### config.mk
export PLATFORM = sky130hd
export DESIGN_NAME = uart_tx_buffered
export DESIGN_NICKNAME = d
export VERILOG_FILES = /design/src/rtl/uart_tx_buffered.sv
export SDC_FILE = /design/constraint.sdc
export NUM_CORES = 1
export LEC_CHECK = 0
export BUFFER_PORTS_ARGS = -buffer_cell sky130_fd_sc_hd__buf_2
export CAP_MARGIN = 40
export CORE_MARGIN = 2
export CORE_UTILIZATION = 62
export DETAILED_ROUTE_END_ITERATION = 10
export PLACE_DENSITY = 0.79
export SYNTH_ARGS = -nofsm -noshare
export SYNTH_HDL_FRONTEND = slang
export SYNTH_SLANG_ARGS = --single-unit
### constraint.sdc
create_clock -name clock -period 6 [get_ports clock]
set_input_delay 0.9 -clock clock [delete_from_list [all_inputs] [get_ports clock]]
set_output_delay 0.9 -clock clock [all_outputs]
set_load 0.005 [all_outputs]
### src/rtl/uart_tx_buffered.sv
// Buffered UART transmitter: valid/ready push into a FIFO, fractional baud
// generator, LSB-first serialiser with optional parity and 1 or 2 stop bits.
module uart_tx_buffered #(
    parameter int freq_in       = 1_000_000,
    parameter int freq_out      = 100_000,
    parameter int acc_precision = 16,
    parameter int data_bits     = 8,
    parameter int parity        = 0,
    parameter int stop_bits     = 1,
    parameter int fifo_depth    = 16
) (
    input  logic                          clock,
    input  logic                          reset_n,
    input  logic [data_bits-1:0]          data_in,
    input  logic                          data_valid,
    output logic                          data_ready,
    output logic                          uart_out,
    output logic                          busy,
    output logic [$clog2(fifo_depth):0]   fifo_count,
    output logic [1:0]                    state_dbg
);

    localparam int ptr_w = $clog2(fifo_depth);
    localparam int cnt_w = $clog2(data_bits);
    localparam longint inc_l = ((longint'(freq_out) << (acc_precision - 4)) + (longint'(freq_in) >> 5))
                               / (longint'(freq_in) >> 4);
    localparam logic [acc_precision:0] increment = inc_l[acc_precision:0];
    localparam logic [ptr_w:0]         depth_c   = (ptr_w + 1)'(fifo_depth);

    typedef enum logic [1:0] {IDLE, DATA, PARITY, STOP} state_t;

    // Handshake: a word is accepted on every posedge where data_valid && data_ready;
    // data_ready depends only on FIFO fullness and reset_n, never on data_valid.
    state_t                   state_q, state_d;
    logic [acc_precision:0]   acc_q, acc_d;
    logic                     uart_q, uart_d;
    logic [data_bits-1:0]     shift_q, shift_d;
    logic [cnt_w-1:0]         bit_cnt_q, bit_cnt_d;
    logic [1:0]               stop_cnt_q, stop_cnt_d;
    logic [ptr_w-1:0]         wr_ptr_q, wr_ptr_d;
    logic [ptr_w-1:0]         rd_ptr_q, rd_ptr_d;
    logic [ptr_w:0]           count_q, count_d;
    logic [data_bits-1:0]     mem_q [fifo_depth];
    logic                     tick;
    logic                     push;
    logic                     pop;

    assign tick       = acc_q[acc_precision];
    assign data_ready = (count_q != depth_c) && reset_n;
    assign push       = data_valid && data_ready;
    assign uart_out   = uart_q;
    assign fifo_count = count_q;
    assign busy       = (state_q != IDLE) || (count_q != '0);
    assign state_dbg  = state_q;

    always_comb begin
        state_d    = state_q;
        uart_d     = uart_q;
        shift_d    = shift_q;
        bit_cnt_d  = bit_cnt_q;
        stop_cnt_d = stop_cnt_q;
        wr_ptr_d   = wr_ptr_q;
        rd_ptr_d   = rd_ptr_q;
        count_d    = count_q;
        pop        = 1'b0;
        acc_d      = {1'b0, acc_q[acc_precision-1:0]} + increment;

        if (tick) begin
            case (state_q)
                IDLE: begin
                    if (count_q != '0) begin
                        pop       = 1'b1;
                        shift_d   = mem_q[rd_ptr_q];
                        uart_d    = 1'b0;
                        bit_cnt_d = '0;
                        state_d   = DATA;
                    end else begin
                        uart_d = 1'b1;
                    end
                end
                DATA: begin
                    uart_d = shift_q[bit_cnt_q];
                    if (bit_cnt_q == cnt_w'(data_bits - 1)) begin
                        bit_cnt_d = '0;
                        state_d   = (parity != 0) ? PARITY : STOP;
                    end else begin
                        bit_cnt_d = bit_cnt_q + 1'b1;
                    end
                end
                PARITY: begin
                    uart_d  = (parity == 2) ? ^shift_q : ~^shift_q;
                    state_d = STOP;
                end
                default: begin
                    uart_d = 1'b1;
                    if (stop_cnt_q == 2'(stop_bits - 1)) begin
                        stop_cnt_d = '0;
                        state_d    = IDLE;
                    end else begin
                        stop_cnt_d = stop_cnt_q + 1'b1;
                    end
                end
            endcase
        end

        if (push) wr_ptr_d = wr_ptr_q + 1'b1;
        if (pop)  rd_ptr_d = rd_ptr_q + 1'b1;
        case ({push, pop})
            2'b10:   count_d = count_q + 1'b1;
            2'b01:   count_d = count_q - 1'b1;
            default: count_d = count_q;
        endcase
    end

    always_ff @(posedge clock) begin
        if (!reset_n) begin
            state_q    <= IDLE;
            acc_q      <= '0;
            uart_q     <= 1'b1;
            shift_q    <= '0;
            bit_cnt_q  <= '0;
            stop_cnt_q <= '0;
            wr_ptr_q   <= '0;
            rd_ptr_q   <= '0;
            count_q    <= '0;
        end else begin
            state_q    <= state_d;
            acc_q      <= acc_d;
            uart_q     <= uart_d;
            shift_q    <= shift_d;
            bit_cnt_q  <= bit_cnt_d;
            stop_cnt_q <= stop_cnt_d;
            wr_ptr_q   <= wr_ptr_d;
            rd_ptr_q   <= rd_ptr_d;
            count_q    <= count_d;
        end
    end

    // Storage needs no reset: push is already blocked while reset_n is low.
    always_ff @(posedge clock) begin
        if (push) mem_q[wr_ptr_q] <= data_in;
    end

endmodule

======== Yosys cells after proc, flatten, opt, wreduce, memory -nomap -nowiden ========
Memories as Yosys holds them, arrays and structs flattened. A register that Yosys moved wholly into a read port is not among the register bits.
Index checks and enable logic that the tools add are counted.
cells by class
  $add $sub $neg .......................... 7
  $lt $le $gt $ge ......................... 1
  eq/ne operators ......................... 8
  multiplexer cells ....................... 18
  bitwise gates (word level) .............. 1
  reduce and logical (&&, ||, !) cells .... 17
operator list
  kind                                                                          number
  16-bit by 13-bit adder with 17-bit output, second input constant              1
  5-bit one-hot mux with 2 select lines                                         1
  4-bit by 1-bit adder with 4-bit output, second input constant                 2
  2-bit 2-to-1 mux                                                              4
  8-bit XNOR reduction                                                          1
  1-bit 2-to-1 mux                                                              7
  3-bit 2-to-1 mux                                                              2
  2-bit one-hot mux with 3 select lines                                         1
  3-bit one-hot mux with 2 select lines                                         1
  3-bit AND reduction                                                           2
  2-bit nonzero test                                                            3
  5-bit by 1-bit adder with 5-bit output, second input constant                 1
  5-bit != test, second input constant                                          1
  5-bit nonzero test                                                            1
  5-bit by 1-bit subtractor with 5-bit output, second input constant            1
  2-bit by 1-bit equality test with 1-bit output, second input constant         2
  2-bit equality test, second input constant                                    2
  2-bit logical NOT                                                             2
  3-bit by 4-bit less-than comparator with 1-bit output, second input constant  1
  2-bit != test, second input constant                                          2
  4-bit AND reduction                                                           1
  4-bit nonzero test                                                            1
  3-bit by 1-bit adder with 3-bit output, second input constant                 1
  1-bit binary-select mux with 3-bit select                                     1
  9 further kinds                                                               10
storage, ports and cells
  flip-flop bits (word level) ............. 38
  memory bits (writable) .................. 128
  bits of input ports ..................... 11
  output and inout port bits .............. 10
  memories ................................ 1
memories
  memory  depth  bits a word  rd ports  clocked after Yosys merged registers in  write ports  RTL line  RTL
  mem_q   16     8            1         1                                        1            43        logic [data_bits-1:0] mem_q [fifo_depth];

======== Longest topological paths before layout ========
  depth in word-level cells ............... 6
  mapped depth ............................ 14
  depth with buffers taken out ............ 12

======== Least setup slack after synthesis ========
No wires, ideal clock.
  path type ............................... input -> register
  start point ............................. input port reset_n
  end point ............................... register count_q[4], in the netlist fifo_count[4]
  library setup time ...................... 0.118 ns
  data arrival time ....................... 2.935 ns
  required time ........................... 5.882 ns
  slack ................................... 2.947 ns
  stages .................................. 11
  buffers on the path ..................... 1
  path through ............................ a21boi_1 -> and2_1 -> buf_2 -> inv_1 -> ha_1 -> ha_1 -> nor2b_1 -> o21ai_0 -> a21oi_1 -> or3b_2 -> mux2i_1
on the way
  longest elaborated chain between the ends .. 4
  elaborated cells between the ends (all ways) .. 6
  classes of those cells .................. 2 x eq/ne; 1 x mux; 3 x reduce/logical
RTL lines
  element                                                                                RTL line  RTL
  start: declaration                                                                     13        input logic reset_n,
  1-bit logical AND                                                                      49        assign data_ready = (count_q != depth_c) && reset_n;
  1-bit logical AND                                                                      50        assign push = data_valid && data_ready;
  2-bit by 1-bit equality test with 1-bit output or 2-bit equality test (tied branches)  108       case ({push, pop})
  5-bit one-hot mux with 2 select lines or 2-bit nonzero test (tied branches)            -
  end signal: assignment                                                                 135       count_q <= count_d;
  end: declaration                                                                       42        logic [ptr_w:0] count_q, count_d;
Parallel ways exist; a longest one is shown, timed or not.
A chain may end at the register's enable or synchronous reset.

======== Worst setup path after layout ========
Same ends and word-level chain as after synthesis.

==> impl_metrics.yaml <==
outcome:
  status: "finished, final reports clean"
worst_setup_path:
  critPathKind: "in2reg"
  end_kind: "flip-flop"
  cp.required_ns: 6.30
  crit_arrival_ns: 3.79
  crit_path_start_kind: "primary input"
  cp_max_fo: 52
clock_network:
  path_clk_slew_ns: 0.06
  htreeDepth: 4
  cts_tree: "yes"
  cts_inserted_buffers: 17
  cts_setup_buffers: 0
  cts_root_buffer: "clkbuf_16"
  clk_latency_ns: 0.42
  ctsHoldBuffers: 0
  cts.sinks: 173
  cts-resized-gates: 0
  ctsLongestPathBuffers: 2
routing:
  highest_layer: "met4"
  ant_nets: 0
  wl_met3_microns: 931
  wl_per_cell_microns: 20.4
  met2_length_mm: 7.06
  met1_length_mm: 5.92
  drc: 0
  drt-pass1-iter-count: 5
  dr_total_vias: 4296
  avgViaCountPerCell: 6.16
  wl_mm: 14.2
  drt_first_iter_violations: 344
logic_synthesis:
  yosysTopAreaCellShare_pct: 52.9
  synth_seq_cells: 173
  syn_nets: 548
  yosys.area.top_type: "edfxtp_1"
  syn-mean-instance-area_sq_um: 14.0
  async_flop_share_pct: 0
  synth_cell_type_count: 47
  syn-instance-count: 518
  synth_edf_count: 128
  synth_flop_cell: "edfxtp_1"
  synth-seq-area-share_pct: 65.3
  syn_area_sq_um: 7260
  yosys_warnings: 0
  synthTopCellsByArea: "edfxtp_1 53%, dfxtp_1 12%, mux2i_1 7.0%"
global_route:
  grt_max_degree: 53
  gr-total-overflow: 0
  grt_pass1_vias: 4271
  grt_first_pass_wirelength_mm: 22.2
  grtUsageTotal_pct: 23.3
  antenna_found_initial: 0
power_and_ir_drop:
  p_switching_uw: 542
  clockPowerShare_pct: 43.5
  pwr-share-seq_pct: 52.8
  swShare_pct: 21.6
  p_comb_share_pct: 3.8
  power.leakage_nw: 2.68
  ir_worst_vdd_v: 0.000200
  internal_power_mw: 1.97
  pwr_density_cell_nw_per_um2: 310
floorplan:
  core_area_sq_um: 11400
  start_util_pct: 63.6
  dieWidth_microns: 112
  dieHeight_microns: 112
  rows: 39
  die_area_sq_um: 12600
  ios: 21
timing:
  fmax_mhz: 287
  fin_crit_sh_pct: 58.2
  skew_ns: 0.00913
  max-slew-margin-rel_pct: 42.2
  finalSetupViolations: 0
  hold_viol: 0
  max_slew.worst_pin.slew_ns: 0.863
  maxSlewViolCount: 0
  tns_ns: 0
  worst_slack_ns: 2.51
  rsz0062_at_grt: "false"
  min_period_ns: 3.49
cells_and_area:
  layout_commonest_cell: "edfxtp_1"
  final_cell_mix: "128 x edfxtp_1, 51 x mux2i_1, 44 x dfxtp_1"
  n_antenna_cell: 0
  syn_to_final_growth_pct: 11.3
  nets: 571
  drive_gt1_share_pct: 11.9
placed_design:
  place_ws_ns: 2.09
  gp_congestion: 0.884
  io_buffer_count: 20
  hpwl_mm: 9.20
hold_path:
  min_path_type: "reg2reg"
flow_run:
  drv_cap: 0
state kept, by name, indices dropped and copies added (netlist names):
signal and count:
state_dbg 2, stop_cnt_q 2, acc_q 16, mem_q 128, fifo_count 5, wr_ptr_q 4
shift_q 8, bit_cnt_q 3, uart_out 1, rd_ptr_q 4
cells by family after synthesis:
| family | after synthesis | synth area share (%) |
|---|---|---|
| flip-flops | 173 | 65.3 |
| XOR/XNOR | 24 | 2.89 |
| adder cells (fa/ha/maj) | 19 | 3.38 |
| AO/OA/AOI/OAI | 75 | 6.27 |
| AND/OR/NAND/NOR | 127 | 8.77 |
| buffers and inverters | 37 | 2.33 |
| multiplexers | 63 | 11.1 |
layout make-up:
| class | instances | area [sq um] |
|---|---|---|
| Multi-Input combinational cell | 308 | 2350 |
| Clock buffer | 18 | 429 |
| Tap cell | 143 | 179 |
| Timing Repair Buffer | 28 | 173 |
| Fill cell | 770 | 3330 |
| Sequential cell | 173 | 4750 |
| Inverter | 13 | 48.8 |
| Clock inverter | 14 | 159 |
through the flow:
| step | instance area [sq um] | instances | utilization, % | power (mW) | hold slack, ns |
|---|---|---|---|---|---|
| 2_1_floorplan | 7260 | 518 | - | 1.41 | 0.437 |
| 3_3_place_gp | 7440 | 659 | 65.2 | 1.44 | 0.448 |
| 3_5_place_dp | 7500 | 665 | 65.7 | 1.44 | 0.454 |
| 4_1_cts | 8090 | 697 | 70.8 | 2.51 | 0.469 |
| 5_1_grt | 8090 | 697 | 70.8 | 2.57 | 0.496 |
| 6_report | 8090 | 697 | 70.8 | 2.51 | 0.464 |
per-layer routing:
metal	vias up	track usage (%)
li1	1986	-
met1	2126	30.7
met3	27	4.91
met2	157	38.9
met5	-	0
met4	0	8.05
cell usage after synthesis (10+ instances only):
| library cell | instances |
|---|---|
| edfxtp_1 | 128 |
| dfxtp_1 | 45 |
| o22ai_1 | 23 |
| xnor2_1 | 17 |
| inv_1 | 13 |
| nor3_1 | 10 |
| nand2_1 | 39 |
| a21oi_1 | 14 |
| mux2i_1 | 51 |
| and2_1 | 19 |
| nor2_1 | 21 |
| clkbuf_1 | 11 |
| o21ai_0 | 20 |
| nand3_1 | 10 |
| ha_1 | 18 |
power groups by stage:
stage	Combinational (mW)	Clock (mW)	Sequential (mW)
floorplan	0.0609	0	1.35
global placement	0.0878	0	1.35
detailed placement	0.0932	0	1.35
CTS	0.0944	1.10	1.32
global route	0.105	1.14	1.33
finish	0.0944	1.09	1.32
path summary, 6_finish.rpt:
kind	start	endpoint	slack, ns	cells past startpoint
worst max-delay path	reset_n	fifo_count[4]$_SDFFE_PN0P_	2.51	11
worst min-delay path	acc_q[1]$_SDFF_PN0_	acc_q[1]$_SDFF_PN0_	0.46	1
worst min register to register	acc_q[1]$_SDFF_PN0_	acc_q[1]$_SDFF_PN0_	0.46	1
worst max register to register	fifo_count[0]$_SDFFE_PN0P_	fifo_count[4]$_SDFFE_PN0P_	2.86	12
critical path: stages:
cell,delay (ns)
buf_2,0.56
a21boi_1,0.26
and2_1,0.34
inv_1,0.09
ha_1,0.27
ha_1,0.33
nor2b_1,0.14
o21ai_0,0.20
a21oi_1,0.10
or3b_2,0.46
mux2i_1,0.13
Note: power is estimated with default switching activity, not from simulation.
